==> config.mk <==
export PLATFORM = sky130hd
export DESIGN_NAME = sram_d_arbiter
export DESIGN_NICKNAME = d
export VERILOG_FILES = /design/src/rtl/sram_arb_pkg.sv /design/src/rtl/sram_arb_idfifo.sv /design/src/rtl/sram_d_arbiter.sv
export SDC_FILE = /design/constraint.sdc
export NUM_CORES = 1
export LEC_CHECK = 0
export ABC_CLOCK_PERIOD_IN_PS = 3250
export BUFFER_PORTS_ARGS = -buffer_cell sky130_fd_sc_hd__buf_2
export CAP_MARGIN = 10
export CORE_AREA = 2 2 122 124
export CTS_BUF_LIST = sky130_fd_sc_hd__clkbuf_16
export CTS_CLUSTER_DIAMETER = 80
export DETAILED_ROUTE_END_ITERATION = 10
export DIE_AREA = 0 0 124 126
export PLACE_DENSITY = 0.42
export SLEW_MARGIN = 20
export SYNTH_ARGS = -nofsm -noshare
export SYNTH_HDL_FRONTEND = slang
export SYNTH_SLANG_ARGS = --single-unit
==> constraint.sdc <==
create_clock -name clk_i -period 3.25 [get_ports clk_i]
set_clock_uncertainty 0.1 [all_clocks]
set_input_delay 0.65 -clock clk_i [delete_from_list [all_inputs] [get_ports clk_i]]
set_output_delay 0.65 -clock clk_i [all_outputs]
set_load 0.1 [all_outputs]
==> src/rtl/sram_arb_pkg.sv <==
// Shared types for the SRAM data-port arbiter.
// Address range checking is built in with SRAM_ARB_RANGE_CHECK_EN.
package sram_arb_pkg;

  localparam int OUTSTANDING_DEPTH_DEF = 2;

  typedef logic mid_t;

  typedef struct packed {
    mid_t id;
    logic err;
  } fifo_entry_t;

  function automatic logic in_range(
    input logic [31:0] addr,
    input logic [31:0] base,
    input logic [31:0] lim
  );
    return (addr >= base) && (addr < lim);
  endfunction

endpackage

==> src/rtl/sram_arb_idfifo.sv <==
// In-order FIFO of master IDs for transactions awaiting a response.
// Pushes when full and pops when empty are dropped.
module sram_arb_idfifo
  import sram_arb_pkg::*;
#(
  parameter int DEPTH = OUTSTANDING_DEPTH_DEF,
  localparam int PW = (DEPTH > 1) ? $clog2(DEPTH) : 1,
  localparam int CW = $clog2(DEPTH + 1)
) (
  input  logic          clk_i,
  input  logic          rst_ni,
  input  logic          push,
  input  fifo_entry_t   wdata,
  input  logic          pop,
  output fifo_entry_t   rdata,
  output logic [CW-1:0] count,
  output logic          full,
  output logic          empty
);

  fifo_entry_t   mem [DEPTH];
  logic [PW-1:0] wptr;
  logic [PW-1:0] rptr;
  logic          do_push;
  logic          do_pop;

  function automatic logic [PW-1:0] nxt(
    input logic [PW-1:0] p
  );
    return (p == PW'(DEPTH - 1)) ? '0 : p + 1'b1;
  endfunction

  assign full    = (count == CW'(DEPTH));
  assign empty   = (count == '0);
  assign do_push = push & ~full;
  assign do_pop  = pop & ~empty;
  assign rdata   = mem[rptr];

  always_ff @(posedge clk_i) begin
    if (do_push) mem[wptr] <= wdata;
  end

  always_ff @(posedge clk_i) begin
    if (!rst_ni) begin
      wptr  <= '0;
      rptr  <= '0;
      count <= '0;
    end else begin
      if (do_push) wptr <= nxt(wptr);
      if (do_pop) rptr <= nxt(rptr);
      count <= count + CW'(do_push) - CW'(do_pop);
    end
  end

endmodule

==> src/rtl/sram_d_arbiter.sv <==
// Round-robin OBI arbiter of two masters onto the SRAM data port.
// Define SRAM_ARB_RANGE_CHECK_EN to answer out-of-range requests locally.
module sram_d_arbiter
  import sram_arb_pkg::*;
#(
  parameter logic [31:0] SRAM_BASE_ADDR    = 32'h8000_0000,
  parameter logic [31:0] SRAM_END_ADDR     = 32'h8000_C000,
  parameter int          OUTSTANDING_DEPTH = OUTSTANDING_DEPTH_DEF
) (
  input  logic        clk_i,
  input  logic        rst_ni,
  input  logic        m0_req_i,
  input  logic        m0_we_i,
  input  logic [31:0] m0_addr_i,
  input  logic [31:0] m0_wdata_i,
  input  logic [3:0]  m0_be_i,
  output logic        m0_gnt_o,
  output logic        m0_rvalid_o,
  output logic        m0_err_o,
  output logic [31:0] m0_rdata_o,
  input  logic        m1_req_i,
  input  logic        m1_we_i,
  input  logic [31:0] m1_addr_i,
  input  logic [31:0] m1_wdata_i,
  input  logic [3:0]  m1_be_i,
  output logic        m1_gnt_o,
  output logic        m1_rvalid_o,
  output logic        m1_err_o,
  output logic [31:0] m1_rdata_o,
  output logic        sram_d_req_o,
  output logic        sram_d_we_o,
  output logic [31:0] sram_d_addr_o,
  output logic [31:0] sram_d_wdata_o,
  output logic [3:0]  sram_d_be_o,
  input  logic        sram_d_gnt_i,
  input  logic        sram_d_rvalid_i,
  input  logic [31:0] sram_d_rdata_i,
  output logic        illegal_memory_o
);

  localparam int CW = $clog2(OUTSTANDING_DEPTH + 1);

  logic          live_q;
  logic          live;
  logic [1:0]    req;
  logic [1:0]    legal;
  logic [1:0]    ok;
  logic          we [2];
  logic [31:0]   addr [2];
  logic [31:0]   wdata [2];
  logic [3:0]    be [2];
  logic          any;
  mid_t          sel;
  mid_t          last_q;
  logic          fwd;
  logic          hs;
  logic          ill;
  logic          granted;
  logic          pop;
  logic          err_q;
  mid_t          err_id_q;
  logic          rsp_v;
  mid_t          rsp_id;
  logic          rsp_err;
  logic [31:0]   rsp_data;
  fifo_entry_t   push_e;
  fifo_entry_t   head;
  logic [CW-1:0] cnt;
  logic          full;
  logic          empty;
  logic          unused_cnt;

  assign req      = {m1_req_i, m0_req_i};
  assign we[0]    = m0_we_i;
  assign we[1]    = m1_we_i;
  assign addr[0]  = m0_addr_i;
  assign addr[1]  = m1_addr_i;
  assign wdata[0] = m0_wdata_i;
  assign wdata[1] = m1_wdata_i;
  assign be[0]    = m0_be_i;
  assign be[1]    = m1_be_i;

  // Outputs stay quiet during reset and for one cycle after it.
  always_ff @(posedge clk_i) begin
    live_q <= rst_ni;
  end

  assign live = rst_ni & live_q;

`ifdef SRAM_ARB_RANGE_CHECK_EN
  assign legal[0] = in_range(m0_addr_i,
                             SRAM_BASE_ADDR,
                             SRAM_END_ADDR);
  assign legal[1] = in_range(m1_addr_i,
                             SRAM_BASE_ADDR,
                             SRAM_END_ADDR);
  assign rsp_err  = err_q | (pop & head.err);

  always_ff @(posedge clk_i) begin
    if (!rst_ni) begin
      err_q    <= 1'b0;
      err_id_q <= '0;
    end else begin
      err_q    <= ill;
      err_id_q <= sel;
    end
  end
`else
  logic unused_range;

  assign legal        = 2'b11;
  assign rsp_err      = 1'b0;
  assign err_q        = 1'b0;
  assign err_id_q     = '0;
  assign unused_range = ^{SRAM_BASE_ADDR,
                          SRAM_END_ADDR,
                          head.err};
`endif

  // Illegal requests only go once nothing else is in flight.
  assign ok[0] = req[0] & ~err_q &
                 (legal[0] ? ~full : empty);
  assign ok[1] = req[1] & ~err_q &
                 (legal[1] ? ~full : empty);

  always_comb begin
    any = 1'b1;
    sel = 1'b0;
    unique case (1'b1)
      ok == 2'b11: sel = ~last_q;
      ok == 2'b01: sel = 1'b0;
      ok == 2'b10: sel = 1'b1;
      default:     any = 1'b0;
    endcase
  end

  assign fwd     = live & any & legal[sel];
  assign ill     = live & any & ~legal[sel];
  assign hs      = fwd & sram_d_gnt_i;
  assign granted = hs | ill;

  always_ff @(posedge clk_i) begin
    if (!rst_ni) last_q <= 1'b1;
    else if (granted) last_q <= sel;
  end

  assign sram_d_req_o     = fwd;
  assign sram_d_we_o      = fwd & we[sel];
  assign sram_d_addr_o    = fwd ? addr[sel] : '0;
  assign sram_d_wdata_o   = fwd ? wdata[sel] : '0;
  assign sram_d_be_o      = fwd ? be[sel] : '0;
  assign m0_gnt_o         = granted & ~sel;
  assign m1_gnt_o         = granted & sel;
  assign illegal_memory_o = ill;

  assign push_e = '{id: sel, err: 1'b0};
  assign pop    = live & sram_d_rvalid_i & ~empty;

  sram_arb_idfifo #(
    .DEPTH(OUTSTANDING_DEPTH)
  ) u_idfifo (
    .clk_i (clk_i),
    .rst_ni(rst_ni),
    .push  (hs),
    .wdata (push_e),
    .pop   (pop),
    .rdata (head),
    .count (cnt),
    .full  (full),
    .empty (empty)
  );

  assign unused_cnt = ^cnt;

  assign rsp_v    = live & (err_q | pop);
  assign rsp_id   = err_q ? err_id_q : head.id;
  assign rsp_data = err_q ? '0 : sram_d_rdata_i;

  assign m0_rvalid_o = rsp_v & ~rsp_id;
  assign m1_rvalid_o = rsp_v & rsp_id;
  assign m0_err_o    = m0_rvalid_o & rsp_err;
  assign m1_err_o    = m1_rvalid_o & rsp_err;
  assign m0_rdata_o  = m0_rvalid_o ? rsp_data : '0;
  assign m1_rdata_o  = m1_rvalid_o ? rsp_data : '0;

endmodule

==> qor.txt, run 1 <==
critical-path cell list -> buf_2 -> nand2_4 -> nor3_4 -> buf_12 -> o221a_2 -> buf_2
Worst setup SP type -> primary input
largest net degree at the start of global routing -> 71
CTS tree -> yes
Switching Share -> 0.5519
Worst path max stage delay -> 0.43 ns
diode count -> 0
Top Family by Delay on Critical Path -> buffers and inverters
Max clock buf depth -> 2
vias -> 2997
Max Slew Vio Count -> 0
slowest stage cell, crit path -> buf_2
PwrDens -> 224.9 mW/mm²
Max Cap Viol -> 0
RSZ-0062 raised after global routing -> false
critical path class -> in2out
Net Switching -> 0.5793 mW
post-synthesis cell count -> 216
setup slack after layout -> 0.2848 ns
Setup violations, final -> 0
initial antenna violation count -> 0
CP dominant cell by count -> buf_2
largest area contributor in the netlist -> o221a_2
die area -> 0.01562 mm²
Synth top area share -> 0.3908
VDD IR max -> 0.1167 mV
Seq pwr share -> 0.120
register area share after synthesis -> 0.1085
GR Util All Layers -> 0.1229
Syn Area/Cell -> 8.538 µm²
Final Non-Filler Cells -> 692
clock sink count -> 9
share of cells above drive strength 1 -> 0.8150
crit path max fanout -> 70
crit path time final -> 2.965 ns
fin util -> 0.3260
combinational share of power -> 0.674
Detailed Place HPWL -> 8750 µm
post-route design area -> 0.004667 mm²
Rows -> 44
Initial Util -> 0.1288
root buf cell -> clkbuf_16
postcts setup bufs -> 0
Layout Area Growth over Synthesis -> 153.1%
CP required -> 2.50 ns
drt pass-1 iters -> 4
Core Region -> 0.01431 mm²
cell-internal power -> 0.4703 mW
mapped cell area -> 0.001844 mm²
Hold Buf Count CTS -> 0
Placer Congestion -> 0.8394
Worst slew margin -> 0.6554
Least-Margin Pin Slew -> 0.5205 ns
DIE WIDTH -> 124 µm
buffer and inverter count on the worst path -> 3
Num CTS Buffers -> 3
Yosys reg bits -> 9
Vias/cell -> 4.331
Routed Antenna Nets -> 0
Initial DRC Count -> 120
global-route wire length before repair -> 15240 µm
grt total ovfl -> 0
routed length per instance -> 15.15 µm
Worst-Skew Late Latency -> 0.24 ns
Post-Place Cell Area -> 0.004587 mm²
H-tree levels -> 1
hold crit path type -> reg2reg
post_cts resized -> 0
Clock Pin Slew Worst Setup and Hold Paths -> 0.04 ns
dominant cells by area after synthesis -> o221a_2 (39%), and2_1 (22%), dfxtp_1 (7.6%)
# DRC -> 0
fmax -> 0.3372 GHz
vias in the first global route -> 2933
Port Buffers -> 313
final hold viol count -> 0
top_reg_cell synth -> dfxtp_1
Critical Path Sink Type -> output pin
Chip Height -> 126 µm
Synth async-reset ratio -> 0
fin nets -> 686
Power, Total -> 1.050 mW
status -> complete, no violations
Clock power frac -> 0.206
CP Data Arrival Time -> 2.22 ns
final hold slack -> 0.3796 ns
I/O pin count -> 317
pre-CTS setup slack -> 0.2981 ns
final wirelength -> 10490 µm
final setup TNS -> 0 ns
LEAKAGE -> 2.358 nW
Post-synth top cells -> and2_1 (64), o221a_2 (64), clkbuf_1 (12)
Post-synth EDFFs -> 2
period utilisation layout -> 0.9124
Netlist cell types -> 32
Placed Cells -> 688
synth warn -> 0
## area by class of cell
type | instances | area (µm²)
flip-flops and latches | 9 | 200.2
repair buffers | 319 | 2670
inverters | 5 | 18.77
clock inverters | 1 | 5.005
clock buffers | 3 | 75.07
multi-input cells | 171 | 1468
well taps | 184 | 230.2
fillers | 1446 | 9647
## final timing paths
path / cells past startpoint / to / startpoint / slack [ns]
worst max-delay path: 6 / sram_d_be_o[1] / rst_ni / 0.28
worst min-delay path: 1 / flop / u_idfifo.rptr$_SDFFE_PN0P_ / 0.38
worst max register to register: 5 / u_idfifo.count[1]$_SDFF_PN0_ / u_idfifo.count[1]$_SDFF_PN0_ / 1.41
worst min register to register: 1 / flop / u_idfifo.rptr$_SDFFE_PN0P_ / 0.38
## layout by cell type (no fill, tap or decap), types with 4 or more instances in the layout
cell and count:
and2_2 18, o221a_1 5, nand2_1 5, buf_2 245
and2_1 46, inv_1 5, nor2_1 4, o221a_2 64
buf_12 71, dfxtp_1 7
## routing by layer
layer,GRT usage,up-vias,wire [µm]
li1,-,1429,-
met1,0.1409,1354,3798
met2,0.2330,200,5602
met3,0.01630,14,902
met4,0.03437,0,184
met5,0,-,0
## power by group through the flow
stage / Sequential, mW / Combinational (mW) / Clock (mW)
after floorplan: 0.126 / 0.517 / 0
after global placement: 0.127 / 0.703 / 0
after detailed placement: 0.128 / 0.711 / 0
after CTS: 0.126 / 0.712 / 0.222
after global routing: 0.127 / 0.739 / 0.228
final: 0.126 / 0.708 / 0.216
## logic make-up after synthesis
logic type	after synthesis	synth area share
xor gates and xnor gates	1	0.004750
buffers and inverters	38	0.1208
adders and majority gates	1	0.006783
other	1	0.002033
AOI/OAI and AO/OA	77	0.4545
DFF	9	0.1085
and+or+nand+nor	86	0.2863
muxes	3	0.01628
No activity file was read; power rests on OpenSTA's default activity.
==> run 2, diff against run 1 <==
Settings changed: ABC_CLOCK_PERIOD_IN_PS 3250 to 2840, CORE_AREA 2 2 122 124 to 2 2 123 125, DIE_AREA 0 0 124 126 to 0 0 125 127, REMOVE_ABC_BUFFERS from default to 1.
Clock period 3.25 ns to 2.84 ns, I/O delays scaled along.
==> qor.txt, run 2 (synthesis gave the netlist of run 1 again) <==
status -> complete, no violations
Vias/cell -> 4.307
VDD IR max -> 0.1411 mV
cells on worst reg2reg path -> 5
CTS tree -> yes
RSZ-0062 raised after global routing -> false
CP required -> 2.17 ns
PwrDens -> 246.1 mW/mm²
Num CTS Buffers -> 3
Critical Path End -> sram_d_addr_o[8]
crit path max fanout -> 70
Hold Buf Count CTS -> 0
Setup violations, final -> 0
post_cts resized -> 0
R2R Path End -> u_idfifo.count[1]$_SDFF_PN0_
# DRC -> 0
GR Util All Layers -> 0.1301
Initial Util -> 0.1279
critical path class -> in2out
postcts setup bufs -> 0
Critical Path Start -> rst_ni
Worst-Skew Late Latency -> 0.24 ns
Layout Area Growth over Synthesis -> 208.8%
largest net degree at the start of global routing -> 71
Routed Antenna Nets -> 0
Detailed Place HPWL -> 10120 µm
post-route design area -> 0.005694 mm²
FF-to-FF setup slack -> 1.00 ns
grt total ovfl -> 0
global-route wire length before repair -> 16330 µm
vias in the first global route -> 2748
hold crit path type -> reg2reg
diode count -> 0
Max Slew Vio Count -> 0
Clock Pin Slew Worst Setup and Hold Paths -> 0.04 ns
share of cells above drive strength 1 -> 0.7751
CP Data Arrival Time -> 1.97 ns
final hold viol count -> 0
fin nets -> 685
Chip Height -> 127 µm
I/O pin count -> 317
commonest non-fill, non-tap cell in the layout -> buf_2
drt pass-1 iters -> 4
setup slack after layout -> 0.2000 ns
fmax -> 0.3788 GHz
most frequent cells in the layout -> buf_2 (176), buf_12 (142), and2_1 (64), o221a_2 (64), dfxtp_1 (7)
clock sink count -> 9
Power, Total -> 1.401 mW
vias -> 2976
Max clock buf depth -> 2
Max Cap Viol -> 0
LEAKAGE -> 2.559 nW
Worst setup SP type -> primary input
Core Region -> 0.01442 mm²
Placer Congestion -> 0.8116
Rows -> 44
root buf cell -> clkbuf_16
routed length per instance -> 16.46 µm
Port Buffers -> 313
Post-Place Cell Area -> 0.005615 mm²
H-tree levels -> 1
DIE WIDTH -> 125 µm
initial antenna violation count -> 0
pre-CTS setup slack -> 0.2089 ns
crit path time final -> 2.640 ns
Initial DRC Count -> 67
final setup TNS -> 0 ns
final wirelength -> 11380 µm
period utilisation layout -> 0.9296
RR Startpoint -> u_idfifo.count[1]$_SDFF_PN0_
die area -> 0.01588 mm²
Critical Path Sink Type -> output pin
## run 2: cell type report
class | instances | area, µm²
clock inverter | 1 | 3.754
timing repair buffer | 318 | 3724
sequential | 9 | 200.2
multi-input combinational | 171 | 1443
fill | 1348 | 8730
inverter | 5 | 18.77
clock buffer | 3 | 75.07
tap | 184 | 230.2
## run 2: worst min-delay path by stage
stage | startpoint | endpoint | slack [ns] | depth (start not counted)
floorplan | u_idfifo.rptr$_SDFFE_PN0P_ | flop | 0.34 | 1
global placement | u_idfifo.rptr$_SDFFE_PN0P_ | u_idfifo.rptr$_SDFFE_PN0P_ | 0.36 | 1
detailed placement | u_idfifo.rptr$_SDFFE_PN0P_ | flop | 0.37 | 1
CTS | u_idfifo.rptr$_SDFFE_PN0P_ | flop | 0.37 | 1
global route | u_idfifo.rptr$_SDFFE_PN0P_ | u_idfifo.rptr$_SDFFE_PN0P_ | 0.39 | 1
finish | u_idfifo.rptr$_SDFFE_PN0P_ | flop | 0.37 | 1
## run 2: worst max-delay path, stage by stage
cell and delay, ns:
buf_2 0.21, nand2_4 0.10, nor3_4 0.24, buf_12 0.28, o221a_1 0.31, buf_12 0.19
## run 2: stage by stage
step / hold WS [ns] / cells / util
2_1_floorplan: 0.3416 / 185 / -
3_3_place_gp: 0.3624 / 687 / 0.3893
3_5_place_dp: 0.3674 / 687 / 0.3893
4_1_cts: 0.3728 / 691 / 0.3948
5_1_grt: 0.3918 / 691 / 0.3948
6_report: 0.3721 / 691 / 0.3948
## run 2: routing by layer
layer | vias up | GRT usage | share of wire
met5 | - | 0 | 0
met1 | 1346 | 0.1441 | 0.36
met3 | 8 | 0.03392 | 0.097
met4 | 0 | 0.02549 | 0.012
li1 | 1423 | - | -
met2 | 199 | 0.2503 | 0.53
## run 2: report_power, final
part / leakage [nW] / switching, mW / internal (mW)
Clock: 0.0423 / 0.0668 / 0.184
Sequential: 0.0758 / 0.00594 / 0.138
Combinational: 2.44 / 0.636 / 0.370
Total: 2.56 / 0.708 / 0.693
